==> src/rtl/tc_tile_loader_pkg.sv <==
// Shared tile-loader/core definitions: default geometry,
// loader FSM states and operand selector.
package tc_tile_loader_pkg;

  localparam int TC_M       = 16;
  localparam int TC_DW_DATA = 16;
  localparam int TC_DW_IDX  = 4;
  localparam int TC_DW_MEM  = 256;
  localparam int TC_DW_ADDR = 16;

  typedef enum logic [2:0] {
    IDLE,
    LOAD_A,
    LOAD_B,
    LOAD_C,
    DRAIN,
    COMPUTE,
    WAIT_OUT,
    DONE
  } tl_state_e;

  typedef enum logic [1:0] {
    OP_A,
    OP_B,
    OP_C
  } tl_op_e;

endpackage

==> src/rtl/tc_tile_loader_if.sv <==
// Row-read memory port: request/grant with
// data returned one cycle after the grant.
interface tc_tile_loader_if #(
  parameter int DW_ADDR = 16,
  parameter int DW_MEM  = 256
);

  logic               mem_rd_en;
  logic [DW_ADDR-1:0] mem_rd_addr;
  logic               mem_gnt;
  logic [DW_MEM-1:0]  mem_rd_data;

  modport master (
    output mem_rd_en,
    output mem_rd_addr,
    input  mem_gnt,
    input  mem_rd_data
  );

  modport slave (
    input  mem_rd_en,
    input  mem_rd_addr,
    output mem_gnt,
    output mem_rd_data
  );

endinterface

==> src/rtl/tc_row_addr_gen.sv <==
// Latches the three operand bases and walks the
// row counter; forms base + row for the selected operand.
module tc_row_addr_gen
  import tc_tile_loader_pkg::*;
#(
  parameter int M       = TC_M,
  parameter int DW_IDX  = TC_DW_IDX,
  parameter int DW_ADDR = TC_DW_ADDR
) (
  input  logic               clk,
  input  logic               reset_n,
  input  logic               latch,
  input  logic [DW_ADDR-1:0] a_base,
  input  logic [DW_ADDR-1:0] b_base,
  input  logic [DW_ADDR-1:0] c_base,
  input  tl_op_e             sel,
  input  logic               adv,
  output logic [DW_IDX-1:0]  row,
  output logic [DW_ADDR-1:0] addr,
  output logic               last
);

  logic [DW_ADDR-1:0] a_q;
  logic [DW_ADDR-1:0] b_q;
  logic [DW_ADDR-1:0] c_q;
  logic [DW_ADDR-1:0] base_sel;
  logic [DW_IDX-1:0]  row_q;

  always_ff @(posedge clk or negedge reset_n) begin
    if (!reset_n) begin
      a_q   <= '0;
      b_q   <= '0;
      c_q   <= '0;
      row_q <= '0;
    end else if (latch) begin
      a_q   <= a_base;
      b_q   <= b_base;
      c_q   <= c_base;
      row_q <= '0;
    end else if (adv) begin
      row_q <= last ? '0 : row_q + 1'b1;
    end
  end

  always_comb begin
    base_sel = c_q;
    unique case (sel)
      OP_A:    base_sel = a_q;
      OP_B:    base_sel = b_q;
      default: base_sel = c_q;
    endcase
  end

  // Address wraps modulo 2^DW_ADDR by construction.
  assign addr = base_sel + DW_ADDR'(row_q);
  assign last = (row_q == DW_IDX'(M - 1));
  assign row  = row_q;

endmodule

==> src/rtl/tc_tile_loader.sv <==
// Streams A, B, C tiles row by row into the core,
// kicks off compute and waits for M result rows.
module tc_tile_loader
  import tc_tile_loader_pkg::*;
#(
  parameter int M       = TC_M,
  parameter int DW_DATA = TC_DW_DATA,
  parameter int DW_IDX  = TC_DW_IDX,
  parameter int DW_MEM  = TC_DW_MEM,
  parameter int DW_ADDR = TC_DW_ADDR
) (
  input  logic               clk,
  input  logic               reset_n,
  input  logic               start,
  input  logic [DW_ADDR-1:0] a_base,
  input  logic [DW_ADDR-1:0] b_base,
  input  logic [DW_ADDR-1:0] c_base,
  output logic               busy,
  output logic               done,
  tc_tile_loader_if.master   mem,
  output logic               load_en,
  output logic               write_a,
  output logic               write_b,
  output logic               write_c,
  output logic [DW_MEM-1:0]  A_input,
  output logic [DW_MEM-1:0]  B_input,
  output logic [DW_MEM-1:0]  C_input,
  output logic [DW_IDX-1:0]  A_row,
  output logic [DW_IDX-1:0]  B_row,
  output logic [DW_IDX-1:0]  C_row,
  output logic               compute_en,
  input  logic               out_valid
);

  localparam int CW = $clog2(M + 1);

  tl_state_e          state;
  tl_op_e             sel;
  logic [CW-1:0]      res_cnt;
  logic [DW_IDX-1:0]  row;
  logic               last;
  logic               adv;
  logic               latch;
  logic [DW_MEM-1:0]  a_hold;
  logic [DW_MEM-1:0]  b_hold;
  logic [DW_MEM-1:0]  c_hold;
  logic               unused_geom;

  assign unused_geom = (DW_MEM % DW_DATA) == 0;

  assign mem.mem_rd_en = (state == LOAD_A) ||
                         (state == LOAD_B) ||
                         (state == LOAD_C);
  assign adv   = mem.mem_rd_en && mem.mem_gnt;
  assign latch = (state == IDLE) && start;

  always_comb begin
    sel = OP_A;
    unique case (1'b1)
      state == LOAD_B: sel = OP_B;
      state == LOAD_C: sel = OP_C;
      default:         sel = OP_A;
    endcase
  end

  tc_row_addr_gen #(
    .M       (M),
    .DW_IDX  (DW_IDX),
    .DW_ADDR (DW_ADDR)
  ) u_addr (
    .clk     (clk),
    .reset_n (reset_n),
    .latch   (latch),
    .a_base  (a_base),
    .b_base  (b_base),
    .c_base  (c_base),
    .sel     (sel),
    .adv     (adv),
    .row     (row),
    .addr    (mem.mem_rd_addr),
    .last    (last)
  );

  assign busy       = (state != IDLE);
  assign done       = (state == DONE);
  assign compute_en = (state == COMPUTE);

  // Read data arrives the cycle after grant; hold it otherwise.
  assign A_input = write_a ? mem.mem_rd_data : a_hold;
  assign B_input = write_b ? mem.mem_rd_data : b_hold;
  assign C_input = write_c ? mem.mem_rd_data : c_hold;

  always_ff @(posedge clk or negedge reset_n) begin
    if (!reset_n) begin
      state   <= IDLE;
      res_cnt <= '0;
      load_en <= 1'b0;
      write_a <= 1'b0;
      write_b <= 1'b0;
      write_c <= 1'b0;
      A_row   <= '0;
      B_row   <= '0;
      C_row   <= '0;
      a_hold  <= '0;
      b_hold  <= '0;
      c_hold  <= '0;
    end else begin
      load_en <= adv;
      write_a <= adv && (state == LOAD_A);
      write_b <= adv && (state == LOAD_B);
      write_c <= adv && (state == LOAD_C);
      if (adv && state == LOAD_A) A_row <= row;
      if (adv && state == LOAD_B) B_row <= row;
      if (adv && state == LOAD_C) C_row <= row;
      if (write_a) a_hold <= mem.mem_rd_data;
      if (write_b) b_hold <= mem.mem_rd_data;
      if (write_c) c_hold <= mem.mem_rd_data;

      unique case (state)
        IDLE:     if (start) state <= LOAD_A;
        LOAD_A:   if (adv && last) state <= LOAD_B;
        LOAD_B:   if (adv && last) state <= LOAD_C;
        LOAD_C:   if (adv && last) state <= DRAIN;
        DRAIN:    state <= COMPUTE;
        COMPUTE: begin
          res_cnt <= '0;
          state   <= WAIT_OUT;
        end
        WAIT_OUT: begin
          if (out_valid) begin
            if (res_cnt == CW'(M - 1)) state <= DONE;
            else res_cnt <= res_cnt + 1'b1;
          end
        end
        DONE:     state <= IDLE;
        default:  state <= IDLE;
      endcase
    end
  end

endmodule
==> src/flat_wrapper.sv <==
// flat-port wrapper written by rule: the top's interface ports become plain ports
module tc_tile_loader_flat import tc_tile_loader_pkg::*;
#(
  parameter int M       = TC_M,
  parameter int DW_DATA = TC_DW_DATA,
  parameter int DW_IDX  = TC_DW_IDX,
  parameter int DW_MEM  = TC_DW_MEM,
  parameter int DW_ADDR = TC_DW_ADDR
)
  (clk, reset_n, start, a_base, b_base, c_base, busy, done, load_en, write_a, write_b, write_c, A_input, B_input, C_input, A_row, B_row, C_row, compute_en, out_valid, mem_mem_rd_en, mem_mem_rd_addr, mem_mem_gnt, mem_mem_rd_data);
  tc_tile_loader_if #(.DW_ADDR(DW_ADDR), .DW_MEM(DW_MEM)) mem_i ();
  input  logic clk;
  input  logic reset_n;
  input  logic start;
  input  logic [DW_ADDR-1:0] a_base;
  input  logic [DW_ADDR-1:0] b_base;
  input  logic [DW_ADDR-1:0] c_base;
  output logic busy;
  output logic done;
  output logic load_en;
  output logic write_a;
  output logic write_b;
  output logic write_c;
  output logic [DW_MEM-1:0] A_input;
  output logic [DW_MEM-1:0] B_input;
  output logic [DW_MEM-1:0] C_input;
  output logic [DW_IDX-1:0] A_row;
  output logic [DW_IDX-1:0] B_row;
  output logic [DW_IDX-1:0] C_row;
  output logic compute_en;
  input  logic out_valid;
  output wire logic [$bits(mem_i.mem_rd_en)-1:0] mem_mem_rd_en;
  output wire logic [$bits(mem_i.mem_rd_addr)-1:0] mem_mem_rd_addr;
  input wire logic [$bits(mem_i.mem_gnt)-1:0] mem_mem_gnt;
  input wire logic [$bits(mem_i.mem_rd_data)-1:0] mem_mem_rd_data;
  assign mem_mem_rd_en = mem_i.mem_rd_en;
  assign mem_mem_rd_addr = mem_i.mem_rd_addr;
  assign mem_i.mem_gnt = mem_mem_gnt;
  assign mem_i.mem_rd_data = mem_mem_rd_data;
  tc_tile_loader #(.M(M), .DW_DATA(DW_DATA), .DW_IDX(DW_IDX), .DW_MEM(DW_MEM), .DW_ADDR(DW_ADDR)) u_core (.clk(clk), .reset_n(reset_n), .start(start), .a_base(a_base), .b_base(b_base), .c_base(c_base), .busy(busy), .done(done), .mem(mem_i), .load_en(load_en), .write_a(write_a), .write_b(write_b), .write_c(write_c), .A_input(A_input), .B_input(B_input), .C_input(C_input), .A_row(A_row), .B_row(B_row), .C_row(C_row), .compute_en(compute_en), .out_valid(out_valid));
endmodule
==> config.mk <==
export PLATFORM = sky130hd
export DESIGN_NAME = tc_tile_loader_flat
export DESIGN_NICKNAME = d
export VERILOG_FILES = /design/src/rtl/tc_tile_loader_pkg.sv /design/src/rtl/tc_tile_loader_if.sv /design/src/rtl/tc_row_addr_gen.sv /design/src/rtl/tc_tile_loader.sv /design/src/flat_wrapper.sv
export SDC_FILE = /design/constraint.sdc
export NUM_CORES = 1
export LEC_CHECK = 0
export ABC_AREA = 0
export CORE_AREA = 4 4 436 438
export CTS_CLUSTER_SIZE = 24
export DETAILED_ROUTE_END_ITERATION = 6
export DIE_AREA = 0 0 440 442
export DONT_BUFFER_PORTS = 1
export GPL_ROUTABILITY_DRIVEN = 0
export PLACE_DENSITY = 0.34
export SYNTH_ARGS = -nofsm -noshare
export SYNTH_HDL_FRONTEND = slang
export SYNTH_SLANG_ARGS = --single-unit
==> constraint.sdc <==
create_clock -name clk -period 9.5 [get_ports clk]
set_input_delay 1.9 -clock clk [delete_from_list [all_inputs] [get_ports clk]]
set_output_delay 1.9 -clock clk [all_outputs]
set_load 0.01 [all_outputs]
==> flow_summary.rst <==
.. list-table::
   :header-rows: 1

   * - Metric
     - Value
   * - Status
     - finished, final reports clean
   * - Critical path arrival
     - ~3.8 ns
   * - Number of detailed-routing iterations run before antenna repair
     - 4
   * - Area of the die
     - roughly 190000 um2
   * - Class of the tightest hold or removal check
     - reg2reg
   * - Wire length reported by the detailed router
     - 123 mm
   * - Number of synthesized flops with an enable pin
     - 0
   * - Final period util
     - 0.597
   * - Syn-to-layout area delta
     - 20.5%
   * - Floorplan die height
     - 442 um
   * - 1st-iter DRT viols
     - 856
   * - Leftover overflow at the end of global routing
     - 0
   * - Post-synthesis cell area
     - 31900 um2
   * - Netlist cell types
     - 44
   * - Post-route clock skew
     - slightly above 0.03 ns
   * - Cell accounting for the most synthesized area
     - sky130_fd_sc_hd__dfrtp_1
   * - Port Buffers
     - 0
   * - Hold path depth
     - 2
   * - Internal power component
     - 9.75 mW
   * - Most used flip-flop cell after synthesis
     - sky130_fd_sc_hd__dfrtp_1
   * - LEAKAGE
     - 15.6 nW
   * - Post-DR wirelength/cell
     - ~27 um
   * - Nets@finish
     - 2258
   * - Combinational power share
     - 0.367
   * - Highest ir drop seen on vdd
     - 0.000170 V
   * - Share of the yosys chip area belonging to registers
     - 0.662
   * - Crit end category
     - primary output
   * - Pwr Total
     - between 15 and 20 mW
   * - Max-slew violation count
     - 0
   * - Top cells by area in the synthesized netlist
     - sky130_fd_sc_hd__dfrtp_1 (66%), sky130_fd_sc_hd__mux2_2 (30%), sky130_fd_sc_hd__clkbuf_1 (1.0%), sky130_fd_sc_hd__mux2i_1 (0.50%), sky130_fd_sc_hd__ha_1 (0.27%)
   * - Worst Setup Start Kind
     - flop
   * - Worst-Margin Slew
     - about 1.3 ns
   * - Number of buffers inserted to repair setup after CTS
     - 0
   * - Number of antenna violations at the first check in global routing
     - 46
   * - Start of the worst register-to-register path
     - u_core.write_c
   * - Pin count of the biggest net entering global routing
     - 845
   * - Gate Count Post-Synth
     - 1921
   * - Mean instance size in the synthesized netlist
     - 16.6 um2
   * - Clock group share of total power
     - 0.253
   * - Switching Share
     - 0.379
   * - Hold violation count in the final report
     - 0
   * - Sw power
     - around 6 mW
   * - Post-detailed-placement half-perimeter wirelength
     - 92.7 mm
   * - Flop pwr share
     - 0.380
   * - TritonCTS clock tree
     - built
   * - # resized after CTS
     - 0
   * - P per Cell Area
     - 408 nW/um2
   * - Later-pin clock latency in the skew report
     - ~0.7 ns
   * - Rel. slew slack
     - 0.116
   * - Via Count
     - around 17000
   * - Core region area
     - 187000 um2
   * - Inserted Clock Buffers
     - 102
   * - Maximum clock frequency
     - 176 MHz
   * - Syn nets
     - 2238
   * - Clock transition time at the flip-flop clock pins of the worst setup and hold paths
     - 0.06 ns
   * - First-pass GRT wire length
     - 166 mm
   * - Layout cell share with drive strength beyond 1
     - 0.506
   * - Setup total negative slack
     - 0 ns
   * - Synthesis warning total
     - 0
   * - Number of storage elements in the synthesis netlist
     - 844
   * - Clock sink total
     - 844
   * - Vias in the first global route
     - 17939
   * - Finish-stage setup viols
     - 0
   * - All-Layer GR Usage
     - 0.122
   * - Number of levels the H-tree was split into
     - 3
   * - Data required time of the critical path
     - 7.60 ns
   * - DRC violations left
     - 0
   * - Clock Tree Root
     - sky130_fd_sc_hd__clkbuf_16
   * - RSZ-0062 raised after global routing
     - no
   * - Horizontal die dimension
     - 440 um
   * - Critical Path Start
     - u_core.state[1]
   * - Antenna-violating nets left
     - 0
   * - Max-cap violations
     - 0
   * - Hold bufs inserted after CTS
     - 0
   * - Worst hold start
     - u_core.res_cnt[4]
   * - Path type of the worst setup path
     - reg2out
   * - Maximum fanout encountered on the critical timing path
     - 26
   * - Count of pins on the block boundary
     - 1113
   * - Clock buffer depth
     - 3
   * - Fraction of registers with async set/reset
     - 1.00
   * - Min Tclk post-route
     - 5.67 ns
   * - Share of Yosys cell area claimed by the top area cell type
     - 0.662
   * - Standard-cell row count
     - 159
   * - Starting utilization of the core area
     - 0.171
   * - Number of vias per cell
     - 3.66
   * - Worst Reg-to-Reg Cells
     - 2
-- stage by stage --
stage          setup slack [ns]  instance area [um2]  cells  hold slack [ns]  utilization
2_1_floorplan              4.70                31900   1921            0.449            -
3_5_place_dp               4.57                34800   4327            0.471        0.187
4_1_cts                    3.72                38200   4509            0.484        0.205
5_1_grt                    3.47                38400   4519            0.520        0.206
3_3_place_gp               4.61                34800   4327            0.459        0.187
6_report                   3.83                38500   4555            0.486        0.206
-- layout make-up --
type	count	area, um2
Antenna cell	41	103
Clock buffer	146	2930
Clock inverter	36	483
Fill cell	19808	148000
Inverter	6	22.5
Multi-Input combinational cell	972	10400
Sequential cell	844	21100
Tap cell	2495	3120
Timing Repair Buffer	15	275
-- Yosys cell counts (3+ instances only) --
master,instances
sky130_fd_sc_hd__o21ai_0,4
sky130_fd_sc_hd__buf_1,4
sky130_fd_sc_hd__nor2_1,21
sky130_fd_sc_hd__buf_2,6
sky130_fd_sc_hd__nand2_1,9
sky130_fd_sc_hd__nor4_1,3
sky130_fd_sc_hd__xor2_1,9
sky130_fd_sc_hd__a21o_1,3
sky130_fd_sc_hd__nor3_1,4
sky130_fd_sc_hd__mux2_2,840
sky130_fd_sc_hd__nand3_1,7
sky130_fd_sc_hd__dfrtp_1,844
sky130_fd_sc_hd__a21oi_1,11
sky130_fd_sc_hd__ha_1,7
sky130_fd_sc_hd__clkbuf_1,86
sky130_fd_sc_hd__inv_1,6
sky130_fd_sc_hd__mux2i_1,16
sky130_fd_sc_hd__xnor2_1,7
sky130_fd_sc_hd__nand4_1,4
-- worst paths after layout --
check,to,slack (ns)
max,mem_mem_rd_addr[14],3.83
min,u_core.res_cnt[4],0.49
max reg2reg,u_core.c_hold[227],7.00
min reg2reg,u_core.res_cnt[4],0.49
max in group asynchronous,u_core.c_hold[149],5.87
min in group asynchronous,u_core.a_hold[32],0.88
-- layer usage --
metal,GRT usage,share of wire,up-vias
met1,0.130,0.36,8992
met4,0.0393,0.029,22
li1,-,-,6875
met2,0.223,0.54,606
met5,0,0.0011,-
met3,0.0433,0.078,188
-- cells in the final DEF (no fill, tap or decap), types with 2 or more instances in the layout --
cell type / count
sky130_fd_sc_hd__a21o_1: 3
sky130_fd_sc_hd__a21oi_1: 11
sky130_fd_sc_hd__and2_1: 2
sky130_fd_sc_hd__and3_1: 2
sky130_fd_sc_hd__buf_12: 5
sky130_fd_sc_hd__buf_16: 5
sky130_fd_sc_hd__buf_4: 5
sky130_fd_sc_hd__bufinv_16: 7
sky130_fd_sc_hd__clkbuf_1: 23
sky130_fd_sc_hd__clkbuf_16: 102
sky130_fd_sc_hd__clkbuf_8: 21
sky130_fd_sc_hd__clkinv_2: 16
sky130_fd_sc_hd__clkinv_4: 2
sky130_fd_sc_hd__clkinv_8: 2
sky130_fd_sc_hd__clkinvlp_4: 2
sky130_fd_sc_hd__dfrtp_1: 841
sky130_fd_sc_hd__dfrtp_4: 3
sky130_fd_sc_hd__diode_2: 41
sky130_fd_sc_hd__ha_1: 7
sky130_fd_sc_hd__inv_1: 6
sky130_fd_sc_hd__inv_16: 4
sky130_fd_sc_hd__inv_6: 2
sky130_fd_sc_hd__mux2_2: 840
sky130_fd_sc_hd__mux2i_1: 16
sky130_fd_sc_hd__nand2_1: 9
sky130_fd_sc_hd__nand3_1: 7
sky130_fd_sc_hd__nand4_1: 4
sky130_fd_sc_hd__nor2_1: 21
sky130_fd_sc_hd__nor3_1: 4
sky130_fd_sc_hd__nor4_1: 3
sky130_fd_sc_hd__o21ai_0: 4
sky130_fd_sc_hd__o31ai_1: 2
sky130_fd_sc_hd__or3_1: 2
sky130_fd_sc_hd__xnor2_1: 7
sky130_fd_sc_hd__xor2_1: 9
-- power by group through the flow --
stage	Combinational, mW	Clock, mW	Sequential [mW]
floorplan	4.24	0	5.74
global placement	5.85	0	5.99
detailed placement	5.88	0	6.06
CTS	5.89	4.10	6.00
global route	6.09	4.24	6.15
finish	5.76	3.96	5.97
-- critical path: stages, from the launching register on --
cell,delay (ns)
sky130_fd_sc_hd__dfrtp_1,0.56
sky130_fd_sc_hd__nor2b_2,0.21
sky130_fd_sc_hd__buf_4,0.34
sky130_fd_sc_hd__a21oi_1,0.12
sky130_fd_sc_hd__ha_1,0.24
sky130_fd_sc_hd__fa_1,0.44
sky130_fd_sc_hd__a21o_1,0.18
sky130_fd_sc_hd__a21oi_1,0.35
sky130_fd_sc_hd__nor2_1,0.16
sky130_fd_sc_hd__nand4_1,0.14
sky130_fd_sc_hd__xor2_1,0.28
-- kinds of logic after synthesis --
family | count (synthesis) | synth area share
AND/OR/NAND/NOR | 64 | 0.0107
AO/OA/AOI/OAI | 27 | 0.00525
XOR/XNOR | 16 | 0.00439
flip-flops | 844 | 0.662
buffers and inverters | 105 | 0.0130
adder cells (fa/ha/maj) | 8 | 0.00337
multiplexers | 857 | 0.302
-- sequential cells by signal, indices dropped and copies added (netlist names) --
signal and flops:
u_core.B_row 4, u_core.b_hold 256, u_core.write_c 1, u_core.load_en 1, u_core.A_row 4, u_core.u_addr.row 4, u_core.write_a 1, u_core.state 3
u_core.a_hold 256, u_core.u_addr.b_q 16, u_core.write_b 1, u_core.res_cnt 5, u_core.C_row 4, u_core.u_addr.a_q 16, u_core.c_hold 256, u_core.u_addr.c_q 16
Power figures use the tool's default switching activity.
